===== src/rtl/rv64g_l1_vlsu_miss_sched_pkg.sv =====
// Shared types for the VLSU miss scheduler: FSM state encoding and line geometry.
package rv64g_l1_vlsu_miss_sched_pkg;

    localparam int VMS_LINE_OFF_W = 6;

    typedef enum logic [2:0] {
        VMS_IDLE   = 3'd0,
        VMS_SEL    = 3'd1,
        VMS_REQ    = 3'd2,
        VMS_WAIT   = 3'd3,
        VMS_REPLAY = 3'd4,
        VMS_DRAIN  = 3'd5
    } vms_state_e;

endpackage


===== src/rtl/rv64g_l1_vlsu_miss_sched_if.sv =====
// Miss/request/fill/replay channels between VLSU hit detect, the miss scheduler and the L1 MSHR.
interface rv64g_l1_vlsu_miss_sched_if
    import rv64g_l1_vlsu_miss_sched_pkg::*;
#(
    parameter int NUM_LANES  = 8,
    parameter int ADDR_W     = 64,
    parameter int LINE_OFF_W = VMS_LINE_OFF_W
);
    logic                           flush_i;
    logic                           miss_valid_i;
    logic                           miss_ready_o;
    logic [NUM_LANES-1:0]           lane_miss_i;
    logic [NUM_LANES*ADDR_W-1:0]    lane_addr_i;
    logic                           op_store_i;
    logic                           req_valid_o;
    logic                           req_ready_i;
    logic [ADDR_W-LINE_OFF_W-1:0]   req_line_o;
    logic [NUM_LANES-1:0]           req_lane_mask_o;
    logic                           req_excl_o;
    logic                           fill_valid_i;
    logic                           fill_err_i;
    logic                           replay_valid_o;
    logic                           replay_ready_i;
    logic [NUM_LANES-1:0]           replay_mask_o;
    logic [NUM_LANES-1:0]           replay_err_mask_o;
    logic                           busy_o;

    // Scheduler side
    modport slave (
        input  flush_i, miss_valid_i, lane_miss_i, lane_addr_i, op_store_i,
               req_ready_i, fill_valid_i, fill_err_i, replay_ready_i,
        output miss_ready_o, req_valid_o, req_line_o, req_lane_mask_o, req_excl_o,
               replay_valid_o, replay_mask_o, replay_err_mask_o, busy_o
    );

    // VLSU / MSHR side
    modport master (
        output flush_i, miss_valid_i, lane_miss_i, lane_addr_i, op_store_i,
               req_ready_i, fill_valid_i, fill_err_i, replay_ready_i,
        input  miss_ready_o, req_valid_o, req_line_o, req_lane_mask_o, req_excl_o,
               replay_valid_o, replay_mask_o, replay_err_mask_o, busy_o
    );

endinterface


===== src/rtl/rv64g_l1_vlsu_miss_sched_pick.sv =====
// Picks the lowest pending lane, its line address and the lanes covered by that line's request.
// VLSU_MISS_MERGE_EN: cover every pending lane on the same line; otherwise only the picked lane.
module rv64g_l1_vlsu_miss_pick #(
    parameter int NUM_LANES = 8,
    parameter int LINE_W    = 58
) (
    input  logic [NUM_LANES-1:0]        pending,
    input  logic [NUM_LANES*LINE_W-1:0] lines,
    output logic [LINE_W-1:0]           line,
    output logic [NUM_LANES-1:0]        match_mask
);

    logic [NUM_LANES-1:0] first_oh;

    // Two's-complement trick isolates the lowest set bit
    assign first_oh = pending & (~pending + NUM_LANES'(1));

    always_comb begin
        line = '0;
        for (int l = 0; l < NUM_LANES; l++) begin
            if (first_oh[l]) begin
                line = lines[l*LINE_W +: LINE_W];
            end
        end
    end

`ifdef VLSU_MISS_MERGE_EN
    always_comb begin
        match_mask = '0;
        for (int l = 0; l < NUM_LANES; l++) begin
            match_mask[l] = pending[l] && (lines[l*LINE_W +: LINE_W] == line);
        end
    end
`else
    assign match_mask = first_oh;
`endif

endmodule


===== src/rtl/rv64g_l1_vlsu_miss_sched.sv =====
// Sequences one vector op's lane misses into line refills (one outstanding) and returns a replay mask.
// Build option VLSU_MISS_MERGE_EN merges same-line lanes into a single refill request.
module rv64g_l1_vlsu_miss_sched
    import rv64g_l1_vlsu_miss_sched_pkg::*;
#(
    parameter int NUM_LANES  = 8,
    parameter int ADDR_W     = 64,
    parameter int LINE_OFF_W = VMS_LINE_OFF_W
) (
    input  logic                      clk_i,
    input  logic                      rst_ni,
    rv64g_l1_vlsu_miss_sched_if.slave bus
);

    localparam int LINE_W = ADDR_W - LINE_OFF_W;

    vms_state_e                  state;
    logic [NUM_LANES-1:0]        pending;
    logic [NUM_LANES-1:0]        miss_mask;
    logic [NUM_LANES-1:0]        err_mask;
    logic [NUM_LANES-1:0]        cur_mask;
    logic [LINE_W-1:0]           cur_line;
    logic [NUM_LANES*LINE_W-1:0] line_q;
    logic                        excl_q;
    logic                        req_valid_q;
    logic                        replay_valid_q;

    logic [NUM_LANES*LINE_W-1:0] line_in;
    logic [LINE_W-1:0]           pick_line;
    logic [NUM_LANES-1:0]        pick_mask;
    logic [NUM_LANES-1:0]        pending_nxt;

    // Only line addresses matter after capture; byte offsets are dropped here
    always_comb begin
        line_in = '0;
        for (int l = 0; l < NUM_LANES; l++) begin
            line_in[l*LINE_W +: LINE_W] = bus.lane_addr_i[l*ADDR_W + LINE_OFF_W +: LINE_W];
        end
    end

    rv64g_l1_vlsu_miss_pick #(
        .NUM_LANES (NUM_LANES),
        .LINE_W    (LINE_W)
    ) u_pick (
        .pending    (pending),
        .lines      (line_q),
        .line       (pick_line),
        .match_mask (pick_mask)
    );

    assign pending_nxt = pending & ~cur_mask;

    always_ff @(posedge clk_i or negedge rst_ni) begin
        if (!rst_ni) begin
            state          <= VMS_IDLE;
            pending        <= '0;
            miss_mask      <= '0;
            err_mask       <= '0;
            cur_mask       <= '0;
            cur_line       <= '0;
            line_q         <= '0;
            excl_q         <= 1'b0;
            req_valid_q    <= 1'b0;
            replay_valid_q <= 1'b0;
        end else begin
            case (state)
                VMS_IDLE: begin
                    if (bus.miss_valid_i && !bus.flush_i) begin
                        pending   <= bus.lane_miss_i;
                        miss_mask <= bus.lane_miss_i;
                        line_q    <= line_in;
                        excl_q    <= bus.op_store_i;
                        err_mask  <= '0;
                        if (bus.lane_miss_i == '0) begin
                            state          <= VMS_REPLAY;
                            replay_valid_q <= 1'b1;
                        end else begin
                            state <= VMS_SEL;
                        end
                    end
                end
                VMS_SEL: begin
                    if (bus.flush_i) begin
                        state <= VMS_IDLE;
                    end else begin
                        cur_line    <= pick_line;
                        cur_mask    <= pick_mask;
                        req_valid_q <= 1'b1;
                        state       <= VMS_REQ;
                    end
                end
                VMS_REQ: begin
                    // Flush wins over a same-cycle handshake: the MSHR is flushed too
                    if (bus.flush_i) begin
                        req_valid_q <= 1'b0;
                        state       <= VMS_IDLE;
                    end else if (bus.req_ready_i) begin
                        req_valid_q <= 1'b0;
                        state       <= VMS_WAIT;
                    end
                end
                VMS_WAIT: begin
                    if (bus.fill_valid_i) begin
                        pending <= pending_nxt;
                        if (bus.fill_err_i) begin
                            err_mask <= err_mask | cur_mask;
                        end
                        if (bus.flush_i) begin
                            state <= VMS_IDLE;
                        end else if (pending_nxt == '0) begin
                            state          <= VMS_REPLAY;
                            replay_valid_q <= 1'b1;
                        end else begin
                            state <= VMS_SEL;
                        end
                    end else if (bus.flush_i) begin
                        state <= VMS_DRAIN;
                    end
                end
                VMS_REPLAY: begin
                    if (bus.flush_i || bus.replay_ready_i) begin
                        replay_valid_q <= 1'b0;
                        state          <= VMS_IDLE;
                    end
                end
                VMS_DRAIN: begin
                    if (bus.fill_valid_i) begin
                        state <= VMS_IDLE;
                    end
                end
                default: begin
                    state          <= VMS_IDLE;
                    req_valid_q    <= 1'b0;
                    replay_valid_q <= 1'b0;
                end
            endcase
        end
    end

    assign bus.miss_ready_o      = (state == VMS_IDLE) && !bus.flush_i;
    assign bus.busy_o            = (state != VMS_IDLE);
    assign bus.req_valid_o       = req_valid_q;
    assign bus.req_line_o        = cur_line;
    assign bus.req_lane_mask_o   = cur_mask;
    assign bus.req_excl_o        = excl_q;
    assign bus.replay_valid_o    = replay_valid_q;
    assign bus.replay_mask_o     = replay_valid_q ? miss_mask : '0;
    assign bus.replay_err_mask_o = replay_valid_q ? err_mask : '0;

endmodule


===== src/flat_wrapper.sv =====
// flat-port wrapper written by rule: the top's interface ports become plain ports
module rv64g_l1_vlsu_miss_sched_flat import rv64g_l1_vlsu_miss_sched_pkg::*;
#(
    parameter int NUM_LANES  = 8,
    parameter int ADDR_W     = 64,
    parameter int LINE_OFF_W = VMS_LINE_OFF_W
)
  (clk_i, rst_ni, bus_flush_i, bus_miss_valid_i, bus_lane_miss_i, bus_lane_addr_i, bus_op_store_i, bus_req_ready_i, bus_fill_valid_i, bus_fill_err_i, bus_replay_ready_i, bus_miss_ready_o, bus_req_valid_o, bus_req_line_o, bus_req_lane_mask_o, bus_req_excl_o, bus_replay_valid_o, bus_replay_mask_o, bus_replay_err_mask_o, bus_busy_o);
  rv64g_l1_vlsu_miss_sched_if #(.NUM_LANES(NUM_LANES), .ADDR_W(ADDR_W), .LINE_OFF_W(LINE_OFF_W)) bus_i ();
  input  logic clk_i;
  input  logic rst_ni;
  input wire logic [$bits(bus_i.flush_i)-1:0] bus_flush_i;
  input wire logic [$bits(bus_i.miss_valid_i)-1:0] bus_miss_valid_i;
  input wire logic [$bits(bus_i.lane_miss_i)-1:0] bus_lane_miss_i;
  input wire logic [$bits(bus_i.lane_addr_i)-1:0] bus_lane_addr_i;
  input wire logic [$bits(bus_i.op_store_i)-1:0] bus_op_store_i;
  input wire logic [$bits(bus_i.req_ready_i)-1:0] bus_req_ready_i;
  input wire logic [$bits(bus_i.fill_valid_i)-1:0] bus_fill_valid_i;
  input wire logic [$bits(bus_i.fill_err_i)-1:0] bus_fill_err_i;
  input wire logic [$bits(bus_i.replay_ready_i)-1:0] bus_replay_ready_i;
  output wire logic [$bits(bus_i.miss_ready_o)-1:0] bus_miss_ready_o;
  output wire logic [$bits(bus_i.req_valid_o)-1:0] bus_req_valid_o;
  output wire logic [$bits(bus_i.req_line_o)-1:0] bus_req_line_o;
  output wire logic [$bits(bus_i.req_lane_mask_o)-1:0] bus_req_lane_mask_o;
  output wire logic [$bits(bus_i.req_excl_o)-1:0] bus_req_excl_o;
  output wire logic [$bits(bus_i.replay_valid_o)-1:0] bus_replay_valid_o;
  output wire logic [$bits(bus_i.replay_mask_o)-1:0] bus_replay_mask_o;
  output wire logic [$bits(bus_i.replay_err_mask_o)-1:0] bus_replay_err_mask_o;
  output wire logic [$bits(bus_i.busy_o)-1:0] bus_busy_o;
  assign bus_i.flush_i = bus_flush_i;
  assign bus_i.miss_valid_i = bus_miss_valid_i;
  assign bus_i.lane_miss_i = bus_lane_miss_i;
  assign bus_i.lane_addr_i = bus_lane_addr_i;
  assign bus_i.op_store_i = bus_op_store_i;
  assign bus_i.req_ready_i = bus_req_ready_i;
  assign bus_i.fill_valid_i = bus_fill_valid_i;
  assign bus_i.fill_err_i = bus_fill_err_i;
  assign bus_i.replay_ready_i = bus_replay_ready_i;
  assign bus_miss_ready_o = bus_i.miss_ready_o;
  assign bus_req_valid_o = bus_i.req_valid_o;
  assign bus_req_line_o = bus_i.req_line_o;
  assign bus_req_lane_mask_o = bus_i.req_lane_mask_o;
  assign bus_req_excl_o = bus_i.req_excl_o;
  assign bus_replay_valid_o = bus_i.replay_valid_o;
  assign bus_replay_mask_o = bus_i.replay_mask_o;
  assign bus_replay_err_mask_o = bus_i.replay_err_mask_o;
  assign bus_busy_o = bus_i.busy_o;
  rv64g_l1_vlsu_miss_sched #(.NUM_LANES(NUM_LANES), .ADDR_W(ADDR_W), .LINE_OFF_W(LINE_OFF_W)) u_core (.clk_i(clk_i), .rst_ni(rst_ni), .bus(bus_i));
endmodule

===== config.mk =====
export PLATFORM = sky130hd
export DESIGN_NAME = rv64g_l1_vlsu_miss_sched_flat
export DESIGN_NICKNAME = d
export VERILOG_FILES = /design/src/rtl/rv64g_l1_vlsu_miss_sched_pkg.sv /design/src/rtl/rv64g_l1_vlsu_miss_sched_if.sv /design/src/rtl/rv64g_l1_vlsu_miss_sched_pick.sv /design/src/rtl/rv64g_l1_vlsu_miss_sched.sv /design/src/flat_wrapper.sv
export SDC_FILE = /design/constraint.sdc
export NUM_CORES = 1
export LEC_CHECK = 0
export ABC_AREA = 1
export CAP_MARGIN = 0
export CORE_ASPECT_RATIO = 0.6
export CORE_MARGIN = 2
export CORE_UTILIZATION = 39
export CTS_CLUSTER_SIZE = 30
export DETAILED_ROUTE_END_ITERATION = 10
export HOLD_SLACK_MARGIN = 0.05
export SETUP_SLACK_MARGIN = 0.2
export SLEW_MARGIN = 5
export SYNTH_ARGS = -nofsm -noshare
export SYNTH_HDL_FRONTEND = slang
export SYNTH_SLANG_ARGS = --single-unit

===== constraint.sdc =====
create_clock -name clk_i -period 4.02 [get_ports clk_i]
set_clock_uncertainty 0.2 [all_clocks]
set_input_delay 0.804 -clock clk_i [delete_from_list [all_inputs] [get_ports clk_i]]
set_output_delay 0.804 -clock clk_i [all_outputs]
set_load 0.01 [all_outputs]

==> flow_summary_export.csv, run 1 <==
group,metric,value,unit
status,outcome,"completed",
synth,synth.top_cell.area_share,53.3,%
sta,timing.final.crit_period,3.14,ns
clocking,clk_latency,0.61,ns
synth,netlist_area,26300,µm²
cells_and_area,final_nets,3848,
clocking,cts_buffer_depth,3,
setup_path,arrival,2.14,ns
routing,routed-via-count,21500,
synth,synthesis.nets,3342,
job,max_cap_violations,0,
cells_and_area,multiInputGateArea,10200,µm²
cells_and_area,nFillCells,6134,
synth,yosys_warnings,0,
routing,drt_pre_antenna_iters,5,
cells_and_area,fin_area,34500,µm²
clocking,cts_inserted_buffers,56,
global_route,grt_pass1_vias,21500,
die,initial_core_util,39.6,%
cells_and_area,fin_util,51.9,%
power_and_ir_drop,power,25.3,mW
sta,hold_viol,0,
setup_path,cp.required,3.02,ns
power_and_ir_drop,p_leak,16.3,nW
synth,synth_seq_cells,560,
hold_path,holdCritPathClass,"register to register",
power_and_ir_drop,seqPwrFrac,38.7,%
global_route,antenna_found_initial,28,
synth,synth_top_cells_by_area,"dfrtp_1, mux2_2, nor2_1",
synth,postSynthCellCount,2813,
die,die_y,205,µm
die,num_rows,73,
global_route,grt_max_degree,121,
power_and_ir_drop,comb_power_share,41.1,%
synth,seq_area_frac_synth,53.3,%
sta,tightest_slew,1.06,ns
sta,holdWs,0.303,ns
power_and_ir_drop,switchingPower,9.86,mW
cells_and_area,drive_gt1_share,15.5,%
cells_and_area,regArea,14000,µm²
global_route,grt_first_pass_wirelength,134,mm
sta,setup_viol,0,
setup_path,path_class,"register to output pin",
clocking,clk_pin_slew,0.07,ns
sta,slew_violations,0,
die,ioPinCount,616,
routing,drt_iter0_markers,1609,
clocking,h-tree-depth,2,
power_and_ir_drop,pwr-share-clk,20.2,%
setup_path,reg2reg_slack,1.14,ns
placement,dpl_cell_area,32700,µm²
routing,drc_errors,0,
routing,vias_per_cell,5.04,
routing,ant_nets,0,
sta,fmax,318,MHz
synth,yosys.cell_types.count,30,
power_and_ir_drop,power_report.internal_total,15.4,mW
setup_path,cp-end-kind,"output pin",
routing,routedWlPerCell,20.9,µm
cells_and_area,area_growth,31.3,%
clocking,ctsResizeCount,0,
placement,dp_hpwl,64.1,mm
power_and_ir_drop,sw_frac_of_total,39.0,%
power_and_ir_drop,power_density,732,nW/µm²
synth,synth_top_cell_by_area,"dfrtp_1",
sta,tns,0,ns
global_route,overflow,0,
clocking,cts_tree,"built",
clocking,clock-root-buffer,"clkbuf_16",
global_route,gr-usage-all-layers,25.6,%
sta,rsz0062_at_grt,"no",
synth,postSynthAreaPerCell,9.35,µm²
sta,max_slew_margin,29.4,%
placement,gp_congestion,0.903,
power_and_ir_drop,ir_drop,0.000356,V
placement,numPortBuffers,567,
setup_path,cp-start-kind,"register",
sta,min_period_over_period,78.2,%
die,core_area,66500,µm²
setup_path,crit_path_max_fanout,18,
die,die_w,339,µm
die,dieArea,69600,µm²
clocking,numClockSinks,560,
clocking,post_cts_buffers,0,
routing,wirelength,89.3,mm
==> state kept, by name, indices dropped and copies added (netlist names), 3 cells and up <==
name / flops
u_core.bus.req_line_o: 58
u_core.state: 3
u_core.err_mask: 8
u_core.bus.req_lane_mask_o: 8
u_core.pending: 8
u_core.miss_mask: 8
u_core.line_q: 464
==> stage by stage <==
step                      setup slack [ns]  cells
after floorplan                       1.79   2813
after global placement               0.581   4160
after detailed placement             0.508   4160
after CTS                            0.825   4260
after global routing                 0.713   4266
final                                0.877   4275
==> cells in the mapped netlist, drive strengths merged <==
cell and n:
dfrtp 560, nor2 488, nand2 483, mux2 357, inv 274, nand3 249, a21oi 118, buf 114
clkbuf 61, nand4 61, o21ai 36, o211ai 5, a31oi 2, clkinv 2, nor3 2, o22ai 1
==> cells by family (layout without fill, tap and decap cells) <==
group                  after synthesis  count (layout)  share of synthesized area, %
flip-flops                         560             560                          53.3
buffers and inverters              451             998                          8.00
other                                0              15                             0
AO/OA/AOI/OAI                      162             162                          3.20
AND/OR/NAND/NOR                   1283            1283                          20.2
multiplexers                       357             357                          15.3
==> worst paths after layout <==
kind / start / endpoint / cells after the start
setup / recovery: u_core.bus.replay_valid_o / bus_replay_err_mask_o[4] / 3
hold / removal: u_core.line_q[6] / u_core.line_q[6] / 1
setup reg to reg: u_core.pending[2] / u_core.bus.req_line_o[52] / 7
hold reg to reg: u_core.line_q[6] / u_core.line_q[6] / 1
max in group asynchronous: rst_ni / u_core.line_q[328] / 3
min in group asynchronous: rst_ni / u_core.line_q[323] / 2
==> layout by cell type (no fill, tap or decap), drive strengths merged <==
master         count
a21oi            118
a31oi              2
buf               56
bufinv             1
clkbuf            80
clkdlybuf4s50    566
clkinv            14
clkinvlp           3
dfrtp            560
diode             15
dlygate4sd3        1
inv              277
mux2             357
nand2            483
nand3            249
nand4             61
nor2             488
nor3               2
o211ai             5
o21ai             36
o22ai              1
==> worst max-delay path: stages, from the launching register on <==
cell	delay, ns
dfrtp_1	0.76
nand2_1	0.11
inv_1	0.10
clkdlybuf4s50_1	0.54
==> cell type report <==
class / instances / area share (%)
repair buffers: 623 / 18.4
flip-flops and latches: 560 / 40.6
diodes: 15 / 0.109
well taps: 900 / 3.26
multi-input cells: 1802 / 29.6
clock inverters: 19 / 0.391
clock buffers: 80 / 4.64
inverters: 276 / 3.00
==> what timing repair did <==
action | in CTS | in global routing
hold buffers | 1 | 0
hold endpoints to repair | 38 | 0
setup endpoints to repair | 0 | 0
==> power by group through the flow <==
stage / sequential [mW] / combinational [mW] / clock, mW
after floorplan: 9.51 / 6.10 / 0
after global placement: 9.68 / 10.0 / 0
after detailed placement: 9.83 / 10.3 / 0
after CTS: 9.74 / 10.4 / 5.22
after global routing: 10.1 / 11.4 / 5.48
final: 9.77 / 10.4 / 5.11
==> metal layers <==
| metal | up-vias | track usage [%] | part of all wire [%] |
|---|---|---|---|
| met3 | 130 | 6.15 | 8.5 |
| met1 | 10600 | 38.7 | 47 |
| met4 | 24 | 5.61 | 1.8 |
| met5 | - | 0 | 0.17 |
| li1 | 10000 | - | - |
| met2 | 750 | 36.7 | 42 |
(Power assumes the default switching activity.)
==> run 2, diff against run 1 <==
==> constraint.sdc (replaced) <==
create_clock -name clk_i -period 3.2 [get_ports clk_i]
set_clock_uncertainty 0.2 [all_clocks]
set_input_delay 0.64 -clock clk_i [delete_from_list [all_inputs] [get_ports clk_i]]
set_output_delay 0.64 -clock clk_i [all_outputs]
set_load 0.01 [all_outputs]
==> run 2 against run 1 <==
Net effect: cell area increased by 1.5%; clock power up 36%; count of clock-buffer cells in the layout shrank 4; global-route usage fell by 0.19 points; combinational power is 27% higher; sequential cell count unchanged; wire length about the same; final cell count rose by 0.30%; worst hold slack about the same; sequential share of layout area decreased by 0.58 points; register-to-register slack worse by 0.49 ns; total power up 28%; largest cell class unchanged.
==> flow_summary_export.csv, run 2 (same netlist as run 1, synthesis figures left out) <==
group,metric,value,unit
clocking,cts_tree,"built",
sta,fmax,353,MHz
setup_path,cp-end-kind,"output pin",
die,die_w,339,µm
routing,ant_nets,0,
cells_and_area,layout_commonest_cell,"clkdlybuf4s50_1",
status,outcome,"completed",
placement,gp_congestion,0.907,
power_and_ir_drop,power_density,926,nW/µm²
placement,dp_hpwl,65.2,mm
cells_and_area,final_nets,3863,
global_route,antenna_found_initial,23,
sta,rsz0062_at_grt,"no",
power_and_ir_drop,switchingPower,12.4,mW
routing,drt_pre_antenna_iters,7,
cells_and_area,largest_reg_flops,464,
power_and_ir_drop,pwr-share-clk,21.4,%
cells_and_area,regMostFlops,"u_core.line_q",
clocking,cts_buffer_depth,3,
setup_path,cp.required,2.36,ns
power_and_ir_drop,ir_drop,0.000481,V
global_route,grt_first_pass_wirelength,133,mm
hold_path,holdCritPathClass,"register to register",
placement,dpl_cell_area,33100,µm²
sta,setup_viol,0,
sta,tightest_slew,1.25,ns
setup_path,path_class,"register to output pin",
setup_path,cpPeakStageDelay,0.54,ns
power_and_ir_drop,power,32.5,mW
sta,min_period_over_period,88.6,%
global_route,overflow,0,
die,core_area,66500,µm²
power_and_ir_drop,comb_power_share,40.8,%
setup_path,arrival,2.00,ns
setup_path,cp-start-kind,"register",
clocking,clk_pin_slew,0.06,ns
power_and_ir_drop,p_leak,16.6,nW
cells_and_area,regArea,14000,µm²
cells_and_area,layout.cells.most_common_list,"clkdlybuf4s50_1, dfrtp_1, nor2_1",
die,ioPinCount,616,
power_and_ir_drop,sw_frac_of_total,38.2,%
sta,slew_violations,0,
sta,tns,0,ns
sta,hold_viol,0,
power_and_ir_drop,seqPwrFrac,37.9,%
global_route,grt_max_degree,98,
global_route,gr-usage-all-layers,25.4,%
die,dieArea,69600,µm²
cells_and_area,area_growth,33.2,%
cells_and_area,fin_area,35000,µm²
routing,drt_iter0_markers,1640,
die,initial_core_util,39.6,%
cells_and_area,drive_gt1_share,16.3,%
power_and_ir_drop,power_report.internal_total,20.0,mW
sta,timing.final.crit_period,2.84,ns
routing,routed-via-count,21600,
setup_path,crit_chain,"nor2_4 > nand2_2 > nor2_1 > clkdlybuf4s50_1",
clocking,numClockSinks,560,
clocking,clk_latency,0.62,ns
setup_path,cp_slowest_cell,"clkdlybuf4s50_1",
die,num_rows,73,
clocking,h-tree-depth,2,
routing,wirelength,89.3,mm
cells_and_area,nFillCells,6000,
die,die_y,205,µm
sta,max_slew_margin,16.5,%
placement,numPortBuffers,567,
clocking,cts_inserted_buffers,55,
routing,vias_per_cell,5.04,
routing,drc_errors,0,
routing,routedWlPerCell,20.8,µm
job,max_cap_violations,0,
global_route,grt_pass1_vias,21500,
cells_and_area,multiInputGateArea,10200,µm²
setup_path,crit_path_max_fanout,7,
clocking,clock-root-buffer,"clkbuf_16",
-- run 2: cell count changes in the layout (fill, tap and decap cells not counted), sizes merged --
| cell | before | now |
|---|---|---|
| bufinv | 1 | 6 |
| buf | 56 | 72 |
| clkbuf | 80 | 76 |
| clkinv | 14 | 16 |
| diode | 15 | 12 |
| clkinvlp | 3 | 0 |
-- run 2: power groups by stage --
stage               sequential, mW  clock (mW)  combinational, mW
floorplan                     12.0           0               7.66
global placement              12.2           0               12.9
detailed placement            12.4           0               13.1
CTS                           12.2        7.09               13.2
global route                  12.7        7.39               14.5
finish                        12.3        6.94               13.2
-- run 2: worst paths after layout --
path | start | to | slack [ns] | depth (start not counted)
setup / recovery | u_core.state[1] | bus_miss_ready_o | 0.36 | 4
setup reg to reg | u_core.pending[2] | u_core.bus.req_line_o[33] | 0.65 | 8
max in group asynchronous | rst_ni | u_core.line_q[39] | 1.44 | 4
min in group asynchronous | rst_ni | u_core.bus.req_line_o[51] | 0.36 | 2
hold reg to reg | u_core.line_q[98] | u_core.line_q[98] | 0.30 | 1
hold / removal | u_core.line_q[98] | u_core.line_q[98] | 0.30 | 1
-- run 2: routing by layer --
layer	GRT usage [%]	up-vias	part of all wire, %
met5	0	-	0.19
met4	5.94	26	1.9
met3	5.91	144	7.6
met2	36.4	718	42
met1	38.5	10700	48
li1	-	10100	-
-- run 2: area by class of cell --
cell class,count,area share (%)
Sequential cell,560,40.0
Multi-Input combinational cell,1802,29.2
Timing Repair Buffer,639,19.0
Clock buffer,76,4.67
Tap cell,900,3.21
Inverter,276,2.96
Clock inverter,23,0.779
Antenna cell,12,0.0857
-- run 2: through the flow --
stage	cells	setup WS [ns]	hold slack, ns	utilization, %
2_1_floorplan	2813	1.14	0.144	-
6_report	4288	0.364	0.303	52.7
5_1_grt	4281	0.207	0.313	52.7
3_3_place_gp	4176	0.290	0.286	49.7
4_1_cts	4276	0.258	0.306	52.6
3_5_place_dp	4176	0.185	0.292	49.7
-- run 2: timing repair --
item	4_1_cts	5_1_grt
gates resized for setup	2	2
endpoints found under the setup margin	5	1
hold endpoints to repair	46	0
cloned	0	0
hold buffers	1	0
setup buffers	0	0
-- run 2: worst max-delay path, delay by kind of cell (launching register included) --
| family | cells | cell delay (ns) |
|---|---|---|
| simple gates | 3 | 0.36 |
| flops | 1 | 0.47 |
| buf+inv | 1 | 0.54 |
